File: src/rtl/press_classifier.sv
// press_classifier
//   Turns a debounced button level into one of three gesture pulses:
//   short single press, long press, or double press. A single saturating
//   counter is reused by every state to time the press length (PRESS1)
//   and the inter-press gap (WAIT2).
//
// Parameters
//   LONG_CYC : consecutive pressed cycles that make a long press
//   DBL_CYC  : released cycles after a first press within which a second
//              press turns the gesture into a double press
//
// Ports
//   clk         in  : system clock, rising edge
//   reset_n     in  : asynchronous active-low reset
//   db          in  : debounced button level, 1 = pressed, synchronous to clk
//   short_tick  out : one-cycle pulse, short single press classified
//   long_tick   out : one-cycle pulse, long press classified
//   double_tick out : one-cycle pulse, double press classified
//   busy        out : high while a gesture is being tracked (state != IDLE)
module press_classifier #(
  parameter int LONG_CYC = 100_000_000,
  parameter int DBL_CYC  = 25_000_000
) (
  input  logic clk,
  input  logic reset_n,
  input  logic db,
  output logic short_tick,
  output logic long_tick,
  output logic double_tick,
  output logic busy
);

  localparam int MAX_CYC = (LONG_CYC > DBL_CYC) ? LONG_CYC : DBL_CYC;
  localparam int CNT_W   = $clog2(MAX_CYC + 1);

  localparam logic [CNT_W-1:0] LONG_LIM = CNT_W'(LONG_CYC);
  localparam logic [CNT_W-1:0] DBL_LIM  = CNT_W'(DBL_CYC);
  localparam logic [CNT_W-1:0] CNT_ONE  = CNT_W'(1);

  typedef enum logic [2:0] {
    IDLE      = 3'd0,
    PRESS1    = 3'd1,
    LONG_HELD = 3'd2,
    WAIT2     = 3'd3,
    PRESS2    = 3'd4
  } state_t;

  state_t           state_q, state_d;
  logic [CNT_W-1:0] cnt_q, cnt_d, cnt_inc;
  logic             short_tick_q, short_tick_d;
  logic             long_tick_q, long_tick_d;
  logic             double_tick_q, double_tick_d;

  // Saturating increment: the counter must never wrap back to a small value.
  assign cnt_inc = (&cnt_q) ? cnt_q : cnt_q + CNT_ONE;

  always_comb begin
    state_d       = state_q;
    cnt_d         = cnt_q;
    short_tick_d  = 1'b0;
    long_tick_d   = 1'b0;
    double_tick_d = 1'b0;
    unique case (state_q)
      IDLE: begin
        cnt_d = '0;
        if (db) begin
          state_d = PRESS1;
          cnt_d   = CNT_ONE;
        end
      end
      PRESS1: begin
        // Release is tested first so that a release coinciding with the
        // long threshold is treated as a (short) release.
        if (!db) begin
          state_d = WAIT2;
          cnt_d   = CNT_ONE;
        end else if (cnt_inc == LONG_LIM) begin
          state_d     = LONG_HELD;
          cnt_d       = cnt_inc;
          long_tick_d = 1'b1;
        end else begin
          cnt_d = cnt_inc;
        end
      end
      LONG_HELD: begin
        if (!db) begin
          state_d = IDLE;
          cnt_d   = '0;
        end
      end
      WAIT2: begin
        // A new press coinciding with gap expiry still counts as a double.
        if (db) begin
          state_d = PRESS2;
        end else if (cnt_inc == DBL_LIM) begin
          state_d      = IDLE;
          cnt_d        = '0;
          short_tick_d = 1'b1;
        end else begin
          cnt_d = cnt_inc;
        end
      end
      PRESS2: begin
        if (!db) begin
          state_d       = IDLE;
          cnt_d         = '0;
          double_tick_d = 1'b1;
        end
      end
      default: begin
        state_d = IDLE;
        cnt_d   = '0;
      end
    endcase
  end

  always_ff @(posedge clk or negedge reset_n) begin
    if (!reset_n) begin
      state_q       <= IDLE;
      cnt_q         <= '0;
      short_tick_q  <= 1'b0;
      long_tick_q   <= 1'b0;
      double_tick_q <= 1'b0;
    end else begin
      state_q       <= state_d;
      cnt_q         <= cnt_d;
      short_tick_q  <= short_tick_d;
      long_tick_q   <= long_tick_d;
      double_tick_q <= double_tick_d;
    end
  end

  assign short_tick  = short_tick_q;
  assign long_tick   = long_tick_q;
  assign double_tick = double_tick_q;
  // busy stays high alongside long_tick because the button is still held.
  assign busy        = (state_q != IDLE);

endmodule

File: config.mk
export PLATFORM = sky130hd
export DESIGN_NAME = press_classifier
export DESIGN_NICKNAME = d
export VERILOG_FILES = /design/src/rtl/press_classifier.sv
export SDC_FILE = /design/constraint.sdc
export NUM_CORES = 1
export LEC_CHECK = 0
export ABC_AREA = 1
export CORE_MARGIN = 1.5
export CORE_UTILIZATION = 60
export DETAILED_ROUTE_END_ITERATION = 10
export GPL_TIMING_DRIVEN = 0
export MAX_ROUTING_LAYER = met4
export PLACE_DENSITY_LB_ADDON = 0.05
export SYNTH_ARGS = -nofsm -noshare
export SYNTH_HDL_FRONTEND = slang
export SYNTH_SLANG_ARGS = --single-unit
export TNS_END_PERCENT = 10
File: constraint.sdc
create_clock -name clk -period 4.9 [get_ports clk]
set_input_delay 0.98 -clock clk [delete_from_list [all_inputs] [get_ports clk]]
set_output_delay 0.98 -clock clk [all_outputs]
set_load 0.05 [all_outputs]
---- After elaboration in Yosys (flattened, before gate mapping) ----
Index checks and enable logic that the tools add are counted.
Widths: inputs -> output; s select.
operators by class
  add/subtract/negate cells ............... 1
  $mul .................................... 0
  div/mod/pow operators ................... 0
  order comparisons ....................... 0
  equal/unequal tests ..................... 11
  shift operators ......................... 0
  muxes and demuxes ....................... 22
  bitwise operators ....................... 0
  reduce and logical (&&, ||, !) cells .... 6
operator list
  operator               count
  $mux 27                5
  $pmux 27 s4            1
  $add 27x1->27 const B  1
  $eq 27x25->1 const B   1
  $eq 27x27->1 const B   1
  $reduce_and 27->1      1
  $mux 3                 6
  $pmux 3 s4             1
  $mux 1                 9
  $eq 3x2->1 const B     2
  $ne 2x2->1 const B     3
  $ne 3x3->1 const B     2
  $reduce_and 4->1       1
  $eq 3x1->1 const B     1
  $eq 3x3->1 const B     1
  $logic_not 3->1        1
  $reduce_bool 3->1      1
  $reduce_and 2->1       1
  $reduce_or 2->1        1
word-level totals
  flip-flop bits (word level) ............. 33
  bits in latches ......................... 0
  bits in writable memories ............... 0
  ROM bits ................................ 0
  input port bits ......................... 3
  output and inout bits ................... 4
  word-level logic and storage cells ...... 45
  memories ................................ 0

---- Logic depth before layout (Yosys ltp) ----
Gate-level depths: netlist of the first run.
  depth after elaboration ................. 6
  mapped depth ............................ 20
  depth with buffers taken out ............ 20

---- Least setup slack after synthesis of the first run ----
No wires, ideal clock.
  path kind ............................... in2reg
  from .................................... input port db
  to ...................................... register cnt_q[11]
  library setup time ...................... 0.130 ns
  arrival ................................. 2.242 ns
  data required time ...................... 4.770 ns
  slack ................................... 2.528 ns
  stages on the path ...................... 8
  path buffers ............................ 1
  cells stage by stage .................... inv_1 nor4_1 inv_1 nand2_1 a21oi_1 clkbuf_1 nand3_1 o21ai_1
on the way
  word-level cells in the longest chain between the ends .. 2
  elaborated cells between the ends (all ways) .. 5
  classes of those cells .................. 2 x eq/ne; 2 x mux; 1 x reduce/logical
RTL lines
  item                                             RTL line  RTL
  start: declaration                               26        input logic db,
  $mux 27 or $ne 2x2->1 (tied branches)            --
  $pmux 27 s4 or $reduce_and 2->1 (tied branches)  --
  end signal: assignment                           126       cnt_q <= cnt_d;
  end: declaration                                 49        logic [CNT_W-1:0] cnt_q, cnt_d, cnt_inc;
Parallel ways exist; a longest one is shown, timed or not.
A chain may end at the register's enable or synchronous reset.

---- Worst setup path in the final report of the first run ----
  from .................................... input port db
  to ...................................... register cnt_q[4]
The elaborated chain is that of the path after synthesis.

==> reports/summary.txt, run 1 <==
Die X - 69.18 um
Post-synthesis sequential area ratio - 31.43%
P&R area growth vs syn - 7.619%
Post-Place Cells - 478
Design area - 2828 um^2
Worst skew pair latency - 0.29 ns
Startpoint Class - input pin
Share of the synthesized area in the top cell type - 31.43%
GRT overflow - 0
Syn Area/Cell - 6.226 um^2
Worst Hold Path Cells - 1
DR vias - 2,806
Chip height - 69.18 um
Synthesized area - 2628 um^2
DRT iter0 DRCs - 319
Static leakage - 1.284 nW
Crit path capture type - register
Hold Path End - double_tick
Syn Inst Count - 422
Share of the clock period used by the worst path - 65.17%
Global-route wire length before repair - 12,170 um
Number of flops mapped to enable cells by yosys - 0
Clock Path Buffers - 2
Hold Crit Class - reg2reg
Final hold vios - 0
H-tree Lvls - 2
DP HPWL - 5843 um
Fmax - 313.2 MHz
Starting Density - 63.85%
Total CTS buffers - 5
Pre-CTS WS - 1.492 ns
Final net count - 439
CTS tree - built
Area leader, netlist - dfrtp_1
Final antenna diode count - 0
PortBufs - 6
Met2 routed WL - 3329 um
Asr flop ratio synth - 100.0%
Core box area - 4115 um^2
Root Buffer - clkbuf_8
Fin. max-slew vios - 0
Synth warn - 0
Syn nets - 426
Unrepaired setup endpoints after global routing - no
Setup repair bufs after CTS - 0
Post-CTS Resized - 0
Vias per cell - 5.774
# hold bufs at CTS - 0
Drt pass-1 iters - 5
Status - finished, final reports clean
Post-synth top cells - 132 x nand2_1, 63 x nor2_1, 53 x nand3_1
Max-Cap Viols - 0
CP required - 5.10 ns
DIE AREA - 4785 um^2
Clk sinks - 33
Most frequent cell after synthesis - nand2_1
Global placement routability congestion - 1.020
Layout cells sized above 1 - 7.569%
Worst setup margin - 1.707 ns
Uppermost layer routed - met4
Worst R2R Start - cnt_q[0]
R2r setup slk - 2.07 ns
Beginning of the worst hold path - state_q[0]
I/O pins - 7
R2R depth - 18
Final Non-Filler Cells - 486
Max-Slew Margin vs Limit - 47.66%
#FFs+latches synth - 33
Crit-path max FO - 10
DR DRC count - 0
Fin util - 68.71%
Clock skew - 0.009509 ns
Row count - 23
Clock Pin Slew Worst Setup and Hold Paths - 0.07 ns
Worst VDD drop - 290.3 uV
Routed Antenna Nets - 0
# setup viols final - 0
Met3 Routed Length - 709 um
Unique masters post-synth - 27
Gr usage total - 33.36%
M1 wire length - 3248 um
Tmin final - 3.193 ns
Wire length per cell - 15.60 um
Pwr per Cell Area - 327.6 nW/um^2
Initial antenna violation count - 0
Post-DP Area - 2745 um^2
Worst slew pin tran - 0.7851 ns
Number of global-route vias before repair - 2,500
Largest net degree at the start of global routing - 34
Final WL - 7580 um
Kind of critical path - in2reg
Setup tns final - 0 ns
Worst R2R End - cnt_q[4]
Data arrival, critical path - 3.39 ns
Top_reg_cell synth - dfrtp_1
Area contributors post-synth - dfrtp_1 31%, nand2_1 19%, nand3_1 10%, nor2_1 9.0%, inv_1 7.3%
==> sequential cells by signal, indices dropped and copies added, names as in the netlist <==
name	count
double_tick	1
cnt_q	27
long_tick	1
state_q	3
short_tick	1
==> layout make-up <==
class	count	area (um^2)
plain buffers	10	78.83
clock inverters	2	10.01
multi-input cells	327	1528
fillers	363	1287
clock buffers	6	72.57
inverters	52	195.2
flip-flops and latches	33	825.8
repair buffers	6	55.05
well taps	50	62.56
==> cell families after synthesis <==
kind of cell	after synthesis	synth area share, %
AOI/OAI and AO/OA	38	7.952
xor gates and xnor gates	8	2.667
adders and majority gates	1	0.4761
buffers and inverters	62	10.43
DFF	33	31.43
and+or+nand+nor	280	47.05
==> how the worst max path moves through the flow <==
stage | start | endpoint | slack, ns | cells past startpoint
after floorplan | db | cnt_q[11] | 2.53 | 8
after global placement | db | cnt_q[7] | 1.52 | 8
after detailed placement | db | cnt_q[0] | 1.49 | 8
after CTS | db | cnt_q[0] | 1.79 | 8
after global routing | db | cnt_q[0] | 1.55 | 8
final | db | cnt_q[4] | 1.71 | 8
==> per-layer routing <==
layer	vias up	track usage [%]
met1	1254	44.98
li1	1363	-
met4	0	14.60
met2	159	50.32
met3	30	4.651
met5	-	-
==> cells in the final DEF, fill, tap and decap left out <==
master,n
a21oi_1,3
a21oi_4,1
buf_2,1
buf_4,1
buf_6,5
clkbuf_1,5
clkbuf_8,5
clkdlybuf4s50_1,5
clkinv_2,2
dfrtp_1,33
ha_1,1
inv_1,51
inv_2,1
nand2_1,132
nand2_2,7
nand2_4,4
nand3_1,53
nand3b_1,2
nand4_1,5
nor2_1,63
nor2_2,3
nor2_4,2
nor2_8,1
nor3_1,6
nor4_1,2
o21ai_0,11
o21ai_1,19
o221ai_1,1
o22ai_1,3
xnor2_1,1
xor2_1,7
==> per-stage QoR <==
step / power, mW / hold slack, ns
floorplan: 0.5968 / 0.4316
global placement: 0.7044 / 0.4554
detailed placement: 0.7104 / 0.4531
CTS: 0.9147 / 0.4669
global route: 0.9763 / 0.5021
finish: 0.9262 / 0.4710
==> power breakdown <==
part           switching (mW)  internal [mW]
Clock                   0.107         0.0985
Sequential             0.0221          0.293
Combinational           0.302          0.104
Total                   0.431          0.495
==> worst max-delay path, stage by stage <==
cell             delay (ns)
clkdlybuf4s50_1        0.53
inv_1                  0.12
nor4_1                 0.64
inv_1                  0.09
nand2_1                0.23
inv_1                  0.22
clkbuf_1               0.34
o21ai_1                0.25
Note: power is estimated with default switching activity, not from simulation.
==> run 2: changes to the inputs <==
--- a/config.mk
+++ b/config.mk
@@ -7,7 +7,7 @@
 export LEC_CHECK = 0
 export ABC_AREA = 1
 export CORE_MARGIN = 1.5
-export CORE_UTILIZATION = 60
+export CORE_UTILIZATION = 56
 export DETAILED_ROUTE_END_ITERATION = 10
 export GPL_TIMING_DRIVEN = 0
 export MAX_ROUTING_LAYER = met4
==> constraint.sdc (replaced) <==
create_clock -name clk -period 2.75 [get_ports clk]
set_input_delay 0.55 -clock clk [delete_from_list [all_inputs] [get_ports clk]]
set_output_delay 0.55 -clock clk [all_outputs]
set_load 0.05 [all_outputs]
==> run 2 against run 1 <==
Power is 84% higher. Flip-flop and latch count stayed put. Via count up 2.9%. Largest cell class unchanged.
==> reports/summary.txt, run 2 (same netlist as run 1, synthesis figures left out) <==
Met1 usage - 43.84% (-1.1 points)
H-tree Lvls - 2 (unchanged)
Post-DP Area - 2748 um^2 (about the same)
Setup tns final - 0 ns (unchanged)
Max reg flops - 27 (unchanged)
CTS tree - built
Max-Slew Margin vs Limit - 49.81% (+2.1 points)
Most common cell after layout, fill and taps aside - nand2_1
Fin. max-slew vios - 0 (unchanged)
PortBufs - 6 (unchanged)
Crit path capture type - register
Final hold vios - 0 (unchanged)
Vias per cell - 5.866 (+1.6%)
Routed Antenna Nets - 0 (unchanged)
Worst R2R End - cnt_q[23]
Largest regs - cnt_q: 27 flops, state_q: 3 flops
DIE AREA - 5112 um^2 (+6.8%)
Clock Pin Slew Worst Setup and Hold Paths - 0.08 ns (about the same)
Worst R2R Start - cnt_q[1]
Row count - 24 (+4.3%)
GRT overflow - 0 (unchanged)
P_sw - 805.2 uW (+87%)
Hold_ws - 0.3168 ns (-0.1542 ns)
# setup viols final - 0 (unchanged)
Crit-path leading delay family - simple AND/OR/NAND/NOR gates
Comb power frac - 45.0% (+1.2 points)
Chip height - 71.50 um (+3.4%)
Post-Place Cells - 480 (+0.42%)
I/O pins - 7 (unchanged)
Share of the clock period used by the worst path - 96.43%
DR vias - 2,886 (+2.9%)
Final Non-Filler Cells - 492 (+1.2%)
Drt pass-1 iters - 5 (unchanged)
Global-route wire length before repair - 12,510 um (+2.8%)
Fmax - 377.1 MHz
Sequential cell fraction of total power - 33.1% (-0.9 points)
Fin util - 65.34% (-3.4 points)
Slowest cell on crit path - dfrtp_1
R2r setup slk - 0.1 ns (-1.97 ns)
Internal - 903.3 uW (+82%)
Static leakage - 1.306 nW (+1.7%)
Die X - 71.50 um (+3.4%)
Initial antenna violation count - 0 (unchanged)
Kind of critical path - reg2reg
Number of global-route vias before repair - 2,576 (+3.0%)
Max-Cap Viols - 0 (unchanged)
Crit-path cells - ha_4, nand2_1, nor2_4, nand2_4, nor2_8, nand2_4, buf_8, nand2_2, nand3_1, nor2_1, nand2_1, nor2_1, nand2_1, nand2_2, nand2_4, buf_6, nand3_1, o21ai_1
Unrepaired setup endpoints after global routing - yes
Layout cells sized above 1 - 10.68% (+3.1 points)
DR DRC count - 0 (unchanged)
Starting Density - 59.12% (-4.7 points)
Commonest non-fill, non-tap cells in the layout - 130 x nand2_1, 60 x nor2_1, 53 x nand3_1, 51 x inv_1, 32 x dfrtp_1
DRT iter0 DRCs - 319 (unchanged)
Global placement routability congestion - 0.9456 (-7.3%)
Clock skew - 0.01093 ns (+0.001424 ns)
Root Buffer - clkbuf_8
Pre-CTS WS - -0.2458 ns (-1.738 ns)
Critical path buffer and inverter count - 2 (-3)
Worst slew pin tran - 0.7529 ns (-0.03222 ns)
Largest net degree at the start of global routing - 34 (unchanged)
Switching part of the total power - 47.13% (+0.58 points)
GR peak layer - met2
Crit-path max FO - 10 (unchanged)
Met3 usage - 5.626% (+0.97 points)
Final WL - 7834 um (+3.4%)
Startpoint Class - register
Final antenna diode count - 0 (unchanged)
DP HPWL - 5945 um (+1.7%)
R2R depth - 18 (unchanged)
Gr usage total - 33.38% (about the same)
Worst VDD drop - 748.3 uV (+160%)
Fillers - 397 (+9.4%)
Total CTS buffers - 5 (unchanged)
Final net count - 443 (+0.91%)
Pwr per Cell Area - 588.3 nW/um^2 (+80%)
Status - finished, final reports clean
P&R area growth vs syn - 10.52%
Largest Register - cnt_q
Pwr Total - 1.709 mW (+84%)
Tmin final - 2.652 ns
Wire length per cell - 15.92 um (+2.1%)
Clock Path Buffers - 2 (unchanged)
Clock power frac - 22.0% (-0.2 points)
Max stage delay on crit path - 0.44 ns (-0.20 ns)
Data arrival, critical path - 2.81 ns (-0.58 ns)
Met2 GRT Util - 50.88% (+0.56 points)
CP required - 2.91 ns (-2.19 ns)
Clk sinks - 33 (unchanged)
Hold Crit Class - in2async
Design area - 2904 um^2 (+2.7%)
Worst setup margin - 0.09829 ns (-1.609 ns)
Core box area - 4444 um^2 (+8.0%)
Worst skew pair latency - 0.30 ns (about the same)
# hold bufs at CTS - 0 (unchanged)
-- run 2: cell count changes in the layout (fill, tap and decap cells not counted), moves of 2 or more --
cell	before	now
nand2_2	7	9
buf_4	1	5
nor2_2	3	6
nand2_1	132	130
nor2_1	63	60
-- run 2: final cells by class --
class                      count  area (um^2)  share of cell area (%)
sequential                    33        827.0                   28.48
inverter                      52        195.2                   6.721
tap                           52        65.06                   2.240
multi-input combinational    327         1563                   53.81
timing repair buffer          10        85.08                   2.930
buffer                        10        82.58                   2.844
clock buffer                   5        68.82                   2.370
clock inverter                 3        17.52                  0.6032
-- run 2: how the worst max path moves through the flow --
stage	cells past startpoint	slack, ns	end	from
after CTS	17	0.03	state_q[0]	cnt_q[0]
after detailed placement	8	-0.25	cnt_q[0]	db
after global placement	8	-0.25	cnt_q[0]	db
final	18	0.1	cnt_q[23]	cnt_q[1]
after floorplan	18	0.46	state_q[2]	cnt_q[0]
after global routing	18	-0.05	cnt_q[4]	cnt_q[1]
-- run 2: repair_timing --
action / in CTS / in global routing
endpoints found under the setup margin: 23 / 31
gates resized for setup: 2 / 9
setup buffers: 0 / 4
pin swaps: 0 / 3
-- run 2: metal layers --
| layer | vias to the layer above | wire, um |
|---|---|---|
| li1 | 1372 | - |
| met1 | 1317 | 3256 |
| met2 | 169 | 3481 |
| met3 | 28 | 779 |
| met4 | 0 | 316 |
| met5 | - | 0 |
-- run 2: power by group through the flow --
stage	logic [mW]	clock network, mW	registers [mW]
finish	0.768	0.375	0.565
global route	0.820	0.399	0.570
CTS	0.713	0.378	0.560
detailed placement	0.709	0	0.568
global placement	0.702	0	0.568
floorplan	0.498	0	0.565
